===== src/rtl/uart_rx_fifo.sv =====
// UART receive byte buffer: edge-detected capture into a circular FWFT FIFO (optional irq via UART_RX_FIFO_IRQ_EN).
// Latency: a byte captured into an empty FIFO is presented on m_data one cycle later.
// Backpressure: the consumer stalls with m_ready; a capture while full is dropped and flagged in overflow.
module uart_rx_fifo #(
    parameter int DATA_W = 8,
    parameter int DEPTH  = 16,
`ifdef UART_RX_FIFO_IRQ_EN
    parameter int IRQ_LEVEL = DEPTH / 2,
`endif
    localparam int AW = $clog2(DEPTH)
) (
    input  logic              clk,
    input  logic              rstn,
    input  logic              rx_ready,
    input  logic [DATA_W-1:0] rx_data,
    output logic              rx_ready_clr,
    output logic              m_valid,
    output logic [DATA_W-1:0] m_data,
    input  logic              m_ready,
    input  logic              flush,
    output logic [AW:0]       count,
    output logic              full,
    output logic              empty,
    output logic              overflow,
    input  logic              ovf_clr
`ifdef UART_RX_FIFO_IRQ_EN
    ,
    output logic              irq
`endif
);

    localparam logic [AW:0] FULL_CNT = (AW + 1)'(DEPTH);

    logic [DATA_W-1:0] mem [DEPTH];
    logic [AW-1:0]     wr_ptr;
    logic [AW-1:0]     rd_ptr;
    logic              rx_ready_q;
    logic              cap;
    logic              pop;
    logic              push;
    logic              drop;

    // Rising edge of rx_ready: a level held for many cycles is one byte.
    assign cap  = rx_ready & ~rx_ready_q;
    assign pop  = m_valid & m_ready;
    assign push = cap & (~full | pop);
    assign drop = cap & full & ~pop;

    assign full    = (count == FULL_CNT);
    assign empty   = (count == '0);
    assign m_valid = ~empty;
    assign m_data  = mem[rd_ptr];

    always_ff @(posedge clk) begin
        if (push && !flush) begin
            mem[wr_ptr] <= rx_data;
        end
    end

    always_ff @(posedge clk or negedge rstn) begin
        if (!rstn) begin
            wr_ptr       <= '0;
            rd_ptr       <= '0;
            count        <= '0;
            rx_ready_q   <= 1'b0;
            rx_ready_clr <= 1'b0;
        end else begin
            rx_ready_q   <= rx_ready;
            rx_ready_clr <= cap;
            if (flush) begin
                wr_ptr <= '0;
                rd_ptr <= '0;
                count  <= '0;
            end else begin
                if (push) begin
                    wr_ptr <= wr_ptr + AW'(1);
                end
                if (pop) begin
                    rd_ptr <= rd_ptr + AW'(1);
                end
                case ({push, pop})
                    2'b10:   count <= count + (AW + 1)'(1);
                    2'b01:   count <= count - (AW + 1)'(1);
                    default: count <= count;
                endcase
            end
        end
    end

    // Set wins over clear so a drop in the clearing cycle is never lost.
    always_ff @(posedge clk or negedge rstn) begin
        if (!rstn) begin
            overflow <= 1'b0;
        end else if (drop) begin
            overflow <= 1'b1;
        end else if (ovf_clr) begin
            overflow <= 1'b0;
        end
    end

`ifdef UART_RX_FIFO_IRQ_EN
    always_ff @(posedge clk or negedge rstn) begin
        if (!rstn) begin
            irq <= 1'b0;
        end else begin
            irq <= (count >= (AW + 1)'(IRQ_LEVEL)) | overflow;
        end
    end
`endif

endmodule

===== config.mk =====
export PLATFORM = sky130hd
export DESIGN_NAME = uart_rx_fifo
export DESIGN_NICKNAME = d
export VERILOG_FILES = /design/src/rtl/uart_rx_fifo.sv
export SDC_FILE = /design/constraint.sdc
export NUM_CORES = 1
export LEC_CHECK = 0
export ABC_CLOCK_PERIOD_IN_PS = 2900
export CAP_MARGIN = 20
export CORE_MARGIN = 10
export CORE_UTILIZATION = 43
export CTS_CLUSTER_SIZE = 30
export DETAILED_ROUTE_END_ITERATION = 7
export PLACE_DENSITY = 0.7
export SLEW_MARGIN = 5
export SYNTH_ARGS = -nofsm -noshare
export SYNTH_HDL_FRONTEND = slang
export SYNTH_SLANG_ARGS = --single-unit
export TNS_END_PERCENT = 20

===== constraint.sdc =====
create_clock -name clk -period 2.9 [get_ports clk]
set_input_delay 0.58 -clock clk [delete_from_list [all_inputs] [get_ports clk]]
set_output_delay 0.58 -clock clk [all_outputs]
set_load 0.03 [all_outputs]

* Word-level counts from Yosys, hierarchy flattened
Memories as Yosys holds them, arrays and structs flattened.
Cells that the tools add are included.
W data, S select, Z words.
** Storage, ports and cells
- Output and inout bits :: 18
- Input port bits :: 14
- ROM bits :: 0
- Word-level logic and storage cells :: 41
- Flip-flop bits (word level) :: 16
- RAM bits :: 128
- Latch bits :: 0
- Memories :: 1
** Cells by class
- Multiply operators :: 0
- Div/mod/pow operators :: 0
- Equality and inequality tests :: 3
- Mux-type cells :: 10
- Magnitude comparators :: 0
- Bitwise logic cells :: 10
- $add $sub $neg :: 4
- Reductions and logical operators :: 7
- Shifts and indexed selects :: 0
** Memories
- mem :: words 16, bits a word 8, read ports 1, clocked after Yosys merged registers in 0, write ports 1, RTL line 34 : logic [DATA_W-1:0] mem [DEPTH];
** Operators by type and width (number)
- $mux W4 :: 4
- $pmux W5 S2 :: 1
- $add A4 B1 Y4 const B :: 2
- $reduce_bool A2 Y1 :: 3
- $add A5 B1 Y5 const B :: 1
- $and A1 B1 Y1 :: 5
- $eq A5 B5 Y1 const B :: 1
- $logic_not A5 Y1 :: 1
- $mux W5 :: 1
- $sub A5 B1 Y5 const B :: 1
- $mux W1 :: 4
- $not A1 Y1 :: 4
- $reduce_bool A3 Y1 :: 1
- $eq A2 B1 Y1 const B :: 1
- $eq A2 B2 Y1 const B :: 1
- $logic_and A1 B1 Y1 :: 1
- $logic_not A1 Y1 :: 1
- $or A1 B1 Y1 :: 1

* Longest topological paths before layout
Gate-level depths: netlist of the first run.
- Depth in word-level cells :: 8
- Gate-level depth with buffers :: 10
- Mapped depth without buffers :: 10

* Least setup slack after synthesis of the first run
OpenSTA, ideal clock, no wires.
- Path type :: reg2reg
- From :: reg count[0]
- To :: reg count[4]
- Data required time :: 2.822 ns
- Data arrival time :: 2.644 ns
- Library setup time :: 0.078 ns
- Buffers on the path :: 0
- Clock period less this slack :: 2.722 ns
- Slack :: 0.178 ns
- Cell stages (with the launch flop) :: 11
- Path through :: dfrtp_1 > or4_1 > o21a_1 > nand2_1 > inv_1 > ha_1 > nand2b_1 > a21oi_1 > or4_1 > o211a_1 > a21oi_1
** On the way
- Cells in the longest elaborated chain, start to end :: 8
- Elaborated cells between the ends (all ways) :: 14
- Those cells by class :: add/sub (2); eq/ne (3); mux (2); bitwise (5); reduce/logical (2)
** RTL lines
- start, declared :: RTL line 21 : output logic [AW:0] count,
- start signal, assigned :: RTL line 82 : 2'b10: count <= count + (AW + 1)'(1);
- start signal, assigned :: RTL line 83 : 2'b01: count <= count - (AW + 1)'(1);
- start signal, assigned :: RTL line 84 : default: count <= count;
- $logic_not A5 Y1 :: RTL line 50 : assign empty = (count == '0);
- $not A1 Y1 :: RTL line 51 : assign m_valid = ~empty;
- $and A1 B1 Y1 :: RTL line 45 : assign pop = m_valid & m_ready;
- $or A1 B1 Y1 :: RTL line 46 : assign push = cap & (~full | pop);
- $and A1 B1 Y1 :: RTL line 46
- $eq A2 B1 Y1 or $eq A2 B2 Y1 (tied branches) :: RTL line 81 : case ({push, pop})
- $pmux W5 S2 :: RTL line 81
- $mux W5 :: RTL line 70 : if (flush) begin
Parallel ways exist; a longest one is shown, timed or not.
A chain may end at the register's enable or synchronous reset.

* Worst setup path in the final report of the first run
- From :: reg rd_ptr[0]
- To :: out m_data[7]
** On the way
- Cells in the longest elaborated chain, start to end :: 1
** RTL lines
- start, declared :: RTL line 36 : logic [AW-1:0] rd_ptr;
- start signal, assigned :: RTL line 79 : rd_ptr <= rd_ptr + AW'(1);
- $mem_v2 Z16 W8
- end, declared :: RTL line 18 : output logic [DATA_W-1:0] m_data,
Every way passes these cells.

==> key figures, run 1 <==
Outcome
  • Outcome: completed

Logic synthesis
  • Syn Inst Count: 299
  • Seq/Total Area, Yosys: 72.1%
  • EDFF count, synth: 128
  • Synth Flop Type: edfxtp_1
  • Synthesized area: 0.00589 mm²
  • Post-synthesis cell type with the largest combined area: edfxtp_1
  • Commonest cells in the netlist: edfxtp_1, mux4_2, nor2_1
  • Yosys warnings: 0
  • Largest cells by area after synthesis: edfxtp_1, mux4_2, dfrtp_1
  • Most common cell in the synthesized netlist: edfxtp_1
  • Synth Register Bits: 144
  • Post-synthesis async set-or-reset flop share: 11.1%
  • Synth Net Count: 322
  • Yosys top cell area share: 65.3%
  • Yosys cell types: 40
  • Syn avg cell area: 19.7 µm²

Clock tree
  • Worst-skew pair later-pin latency: 0.42 ns
  • Number of H-tree levels: 4
  • Sink Count: 144
  • Maximum clock path buffer count: 2
  • Root Buffer: clkbuf_16
  • Clock Pin Slew Worst Setup and Hold Paths: 0.06 ns
  • CTS Buf Count: 17
  • CTS tree: yes

Global routing
  • First-pass GRT wire length: 18600 µm
  • Vias in the first global route: 3190
  • Largest net degree at the start of global routing: 21
  • Initial antenna violation count: 0
  • Overflow after GRT: 0
  • Total Routing Usage GR: 13.7%

STA
  • Worst hold margin: 0.521 ns
  • Worst setup margin: 0.0301 ns
  • Max-slew headroom: 46.3%
  • Max Fclk: 0.348 GHz
  • Setup violations, final: 0
  • Clk_skew: 0.00770 ns
  • Final Hold Fails: 0
  • Slew Viols, Final: 0
  • Tmin final: 2.87 ns
  • Unrepaired setup endpoints after global routing: yes
  • Final setup TNS: 0 ns
  • Tcrit/Tclk final: 99.0%
  • Measured slew at the worst slew-check pin: 0.802 ns

Floorplanning
  • Boundary Pins: 32
  • Die width: 137 µm
  • Floorplan core area: 0.0133 mm²
  • Die area: 0.0188 mm²
  • Die Span Y: 137 µm
  • Initial Utilization: 44.1%
  • Row Count: 42

Detailed routing
  • Via count: 2995
  • 1st-pass router iterations: 5
  • Vias per cell: 5.36
  • Final ANT Viol Nets: 0
  • DRC Markers: 0
  • Wirelength, routed: 11900 µm
  • Routed WL per cell: 21.2 µm
  • Initial drt markers: 280

Place
  • Port bufs: 31
  • Post-place setup slack: 0.144 ns
  • Dpl cells: 524
  • DP HPWL: 7810 µm
  • Placed Area: 0.00657 mm²
  • GP Congestion: 0.808

Power and ir drop
  • LEAKAGE: 0.00244 µW
  • PwrDens: 773 mW/mm²
  • Peak VDD IR: 322 µV

Worst setup path
  • CP Class: reg -> out
  • Startpoint Class: register
  • Crit path DAT: 2.29 ns
  • Register-to-Register Path Depth: 10
  • Critical Path RT: 2.32 ns
  • Worst Path Max Fanout: 11
  • Worst Setup End Kind: primary output

Job
  • Max-cap check violation count: 0

Cells and area
  • Fillers: 1041
  • Non-Filler Instances: 559
  • Antenna Cells: 0
  • Layout cell share with drive strength beyond 1: 32.6%
  • Post-route cell area: 0.00720 mm²
  • Area Overhead vs Synth: 22.2%
  • Final net count: 393

Worst hold path
  • Hold path cells: 1
  • Hold Crit Class: reg -> reg
routing by layer:
layer / vias to the layer above / track usage, % / routed length [µm]
met5: - / 0 / 0
met4: 0 / 6.21 / 231
met3: 20 / 4.11 / 571
met2: 79 / 22.4 / 6170
met1: 1567 / 16.5 / 4890
li1: 1329 / - / -
power by group:
part	leakage, µW	internal [µW]	switching, µW
Clock	0.000267	1200	880
Sequential	0.00136	2300	55.6
Combinational	0.000808	562	565
Total	0.00244	4070	1500
per-stage QoR:
step | power, µW | util [%]
after detailed placement | 3500 | 49.3
final | 5570 | 53.9
after floorplan | 3150 | -
after global placement | 3480 | 49.3
after global routing | 5770 | 53.9
after CTS | 5600 | 53.8
placed cells by master, fill, tap and decap left out, types with 2 or more instances in the layout:
cell / n
edfxtp_1: 128
mux4_2: 40
buf_4: 33
nor2_1: 31
clkdlybuf4s50_1: 23
clkbuf_16: 17
dfrtp_1: 15
nand2_1: 10
inv_1: 8
ha_1: 8
buf_6: 8
xor2_1: 6
a21oi_1: 5
clkinvlp_4: 5
inv_6: 5
xnor2_1: 3
nand2b_1: 2
or4_1: 2
nor3_1: 2
a211oi_1: 2
nand4_1: 2
clkinv_4: 2
inv_8: 2
area by class of cell:
type / instances / area, µm² / area share [%]
clock inverter: 15 / 151 / 2.10
multi-input combinational: 132 / 1530 / 21.2
clock buffer: 17 / 425 / 5.91
inverter: 9 / 33.8 / 0.469
sequential: 144 / 4250 / 59.0
tap: 176 / 220 / 3.06
timing repair buffer: 66 / 593 / 8.24
worst max-delay path, cell delays in order (launching register included):
cell	delay, ns
dfrtp_2	0.43
buf_6	0.21
mux4_2	0.54
mux4_2	0.51
buf_4	0.19
path summary, 6_finish.rpt:
kind	start	to	slack, ns
max	rd_ptr[0]	m_data[7]	0.03
min	overflow	overflow	0.52
max reg2reg	count[3]	count[4]	0.23
min reg2reg	overflow	overflow	0.52
max in group asynchronous	rstn	rd_ptr[0]	1.71
min in group asynchronous	rstn	rx_ready_q	0.63
cells by family (layout without fill, tap and decap cells):
kind of cell / after synthesis / in the layout / synth area share, %
xor+xnor: 9 / 9 / 1.34
fa+ha+maj: 9 / 9 / 2.04
compound gates: 15 / 15 / 2.19
flops: 144 / 144 / 72.1
buf+inv: 23 / 107 / 1.95
mux: 42 / 42 / 15.7
simple gates: 57 / 57 / 4.67
sequential cells by signal, indices dropped and copies added, names as in the netlist:
| name | flops |
|---|---|
| count | 5 |
| rx_ready_clr | 1 |
| overflow | 1 |
| wr_ptr | 4 |
| mem | 128 |
| rx_ready_q | 1 |
| rd_ptr | 4 |
what timing repair did:
action | CTS | global route
setup buffers | 0 | 3
setup endpoints to repair | 8 | 8
hold buffers | 0 | 0
gates resized for setup | 8 | 3
Power figures use the tool's default switching activity.
==> run 2: changes to the inputs <==
Settings changed: CORE_ASPECT_RATIO from default to 1.1, SKIP_LAST_GASP from default to 1.
==> run 2 against run 1 <==
The run now ends with negative setup slack left. Highest routed layer unchanged. Power up 5.5%. Worst hold slack worse by 0.0073 ns. Setup slack worse by 0.040 ns. Die area about the same. Routed wire length up 4.5%. Sequential cell count unchanged. Fmax down 1.4%. Clock power up 14%. Sequential power about the same. Critical path depth up 1. Global-route usage up 0.32 points. Sequential share of layout area down 0.95 points.
==> key figures, run 2 (synthesis results as in run 1) <==
STA
  • Max Fclk: 0.344 GHz (-1.4%)
  • Max-slew headroom: 48.1% (+1.8 points)
  • Tcrit/Tclk final: 100% (+1.4 points)
  • Worst setup margin: -0.00974 ns (-0.0398 ns)
  • Clk_skew: 0.00735 ns (-0.000351 ns)
  • Tmin final: 2.91 ns (+0.0398 ns)
  • Unrepaired setup endpoints after global routing: yes
  • Setup violations, final: 2 (+2)
  • Slew Viols, Final: 0 (unchanged)
  • Final Hold Fails: 0 (unchanged)
  • Measured slew at the worst slew-check pin: 0.776 ns (-0.0264 ns)

Detailed routing
  • Uppermost layer routed: met4
  • Via count: 2979 (-0.53%)
  • Routed wl met2: 6930 µm (+12%)
  • 1st-pass router iterations: 4 (-1)
  • Routed WL per cell: 21.8 µm (+2.8%)
  • Initial drt markers: 314 (+12%)
  • Final ANT Viol Nets: 0 (unchanged)
  • M1 WL: 4780 µm (-2.2%)
  • Met3 wire len: 562 µm (-1.6%)
  • Wirelength, routed: 12400 µm (+4.5%)
  • Vias per cell: 5.24 (-2.1%)
  • DRC Markers: 0 (unchanged)

Floorplanning
  • Die Span Y: 143 µm (+4.2%)
  • Boundary Pins: 32 (unchanged)
  • Floorplan core area: 0.0133 mm² (-0.19%)
  • Row Count: 44 (+4.8%)
  • Initial Utilization: 44.2% (+0.083 points)
  • Die area: 0.0188 mm² (about the same)
  • Die width: 132 µm (-4.0%)

Clock tree
  • Setup Buffers After CTS: 0 (unchanged)
  • Clock Pin Slew Worst Setup and Hold Paths: 0.06 ns (about the same)
  • Number of H-tree levels: 4 (unchanged)
  • Root Buffer: clkbuf_16
  • CTS Buf Count: 17 (unchanged)
  • Sink Count: 144 (unchanged)
  • CTS tree: yes
  • Worst-skew pair later-pin latency: 0.40 ns (-0.02 ns)
  • Maximum clock path buffer count: 2 (unchanged)
  • Hold_buf cts: 0 (unchanged)

Power and ir drop
  • Int Power: 4490 µW (+10%)
  • Gate power share: 19.5% (-0.7 points)
  • LEAKAGE: 0.00250 µW (+2.6%)
  • Sw Ratio: 23.6% (-3.4 points)
  • Psw: 1380 µW (-7.7%)
  • Peak VDD IR: 371 µV (+15%)
  • Clock Power Share: 40.4% (+3.0 points)
  • Sequential power share: 40.1% (-2.2 points)
  • Total chip power: 5870 µW (+5.5%)
  • PwrDens: 803 mW/mm² (+3.8%)

Place
  • GP Congestion: 0.798 (-1.2%)
  • Port bufs: 31 (unchanged)
  • Post-place setup slack: 0.0737 ns (-0.0704 ns)
  • DP HPWL: 7890 µm (+0.93%)

Global routing
  • Vias in the first global route: 3266 (+2.4%)
  • Overflow after GRT: 0 (unchanged)
  • Largest net degree at the start of global routing: 23 (+9.5%)
  • Initial antenna violation count: 0 (unchanged)
  • Total Routing Usage GR: 14.1% (+0.32 points)
  • First-pass GRT wire length: 19400 µm (+4.4%)

Cells and area
  • Max reg flops: 128 (unchanged)
  • Layout cell share with drive strength beyond 1: 31.5% (-1.1 points)
  • Area Overhead vs Synth: 24.2%
  • Antenna Cells: 0 (unchanged)
  • Most frequent cells in the layout: edfxtp_1, mux4_2, buf_4, nor2_1, clkdlybuf4s50_1
  • Largest Register: mem
  • Most common cell after layout, fill and taps aside: edfxtp_1
  • Largest regs: mem (128), count (5)
  • Final net count: 394 (+0.25%)

Worst setup path
  • Startpoint Class: register
  • Worst r2r dst: count[4]
  • CP Class: reg -> out
  • Reg2reg start: count[3]
  • Worst R2R Setup Slack: 0.20 ns (-0.03 ns)
  • Critical Path RT: 2.32 ns (about the same)
  • Worst Setup End Kind: primary output
  • Crit path DAT: 2.33 ns (+0.04 ns)
  • Register-to-Register Path Depth: 10 (unchanged)
  • Worst Path Max Fanout: 11 (unchanged)

Worst hold path
  • Hold Crit Class: reg -> reg
  • Hold path cells: 1 (unchanged)
  • Hold Path Origin: overflow
  • Worst Hold Endpoint: overflow

Job
  • Max-cap check violation count: 0 (unchanged)

Outcome
  • Outcome: finished, violations left
  • Failing checks: negative setup slack
run 2: cell count changes in the layout (fill, tap and decap cells not counted), sizes merged:
cell	change
clkbuf	+1
clkinvlp	-4
bufinv	+5
inv	-7
clkinv	+5
bufbuf	+1
buf	-2
clkdlybuf4s15	+1
dlygate4sd2	+1
run 2: repair_timing:
action,in CTS,in global routing
gates cloned,1,0
setup endpoints to repair,8,9
hold endpoints to repair,0,0
resized for setup,27,1
pin swaps,0,0
run 2: cell type report:
| cell class | count | area [µm²] |
|---|---|---|
| Multi-Input combinational cell | 132 | 1530 |
| Clock buffer | 18 | 429 |
| Inverter | 9 | 33.8 |
| Tap cell | 184 | 230 |
| Timing Repair Buffer | 67 | 629 |
| Clock inverter | 14 | 219 |
| Fill cell | 1040 | 6010 |
| Sequential cell | 144 | 4250 |
run 2: how the worst max path moves through the flow:
stage | startpoint | to | slack (ns) | depth (start not counted)
global placement | rd_ptr[0] | m_data[1] | 0.11 | 4
finish | rd_ptr[0] | m_data[4] | -0.01 | 5
global route | rd_ptr[0] | m_data[5] | -0.09 | 4
CTS | rd_ptr[0] | m_data[4] | -0.05 | 5
detailed placement | m_ready | count[4] | 0.07 | 10
floorplan | count[0] | count[4] | 0.18 | 10
run 2: through the flow:
| stage | TNS, ns | cells | cell area [µm²] | hold slack [ns] | util [%] |
|---|---|---|---|---|---|
| after detailed placement | 0 | 535 | 6630 | 0.499 | 49.8 |
| final | -0.0136 | 568 | 7320 | 0.514 | 54.9 |
| after global routing | -0.525 | 568 | 7320 | 0.526 | 54.9 |
| after global placement | 0 | 535 | 6630 | 0.496 | 49.8 |
| after CTS | -0.268 | 568 | 7320 | 0.512 | 54.9 |
| after floorplan | 0 | 299 | 5890 | 0.284 | - |
run 2: worst max-delay path, cell delays in order, from the launching register on:
cell	delay [ns]
dfrtp_2	0.42
buf_12	0.17
buf_4	0.14
mux4_2	0.50
mux4_2	0.50
buf_4	0.19
run 2: power groups by stage:
stage               sequential [µW]  clock, µW  combinational [µW]
floorplan                      2430          0                 721
finish                         2350       2370                1150
detailed placement             2390          0                1130
global route                   2360       2510                1240
global placement               2390          0                1100
CTS                            2350       2400                1170
run 2: per-layer routing:
metal | track usage (%) | vias to the layer above
li1 | - | 1335
met1 | 15.5 | 1552
met2 | 25.6 | 84
met3 | 3.72 | 8
met4 | 5.16 | 0
met5 | 0 | -
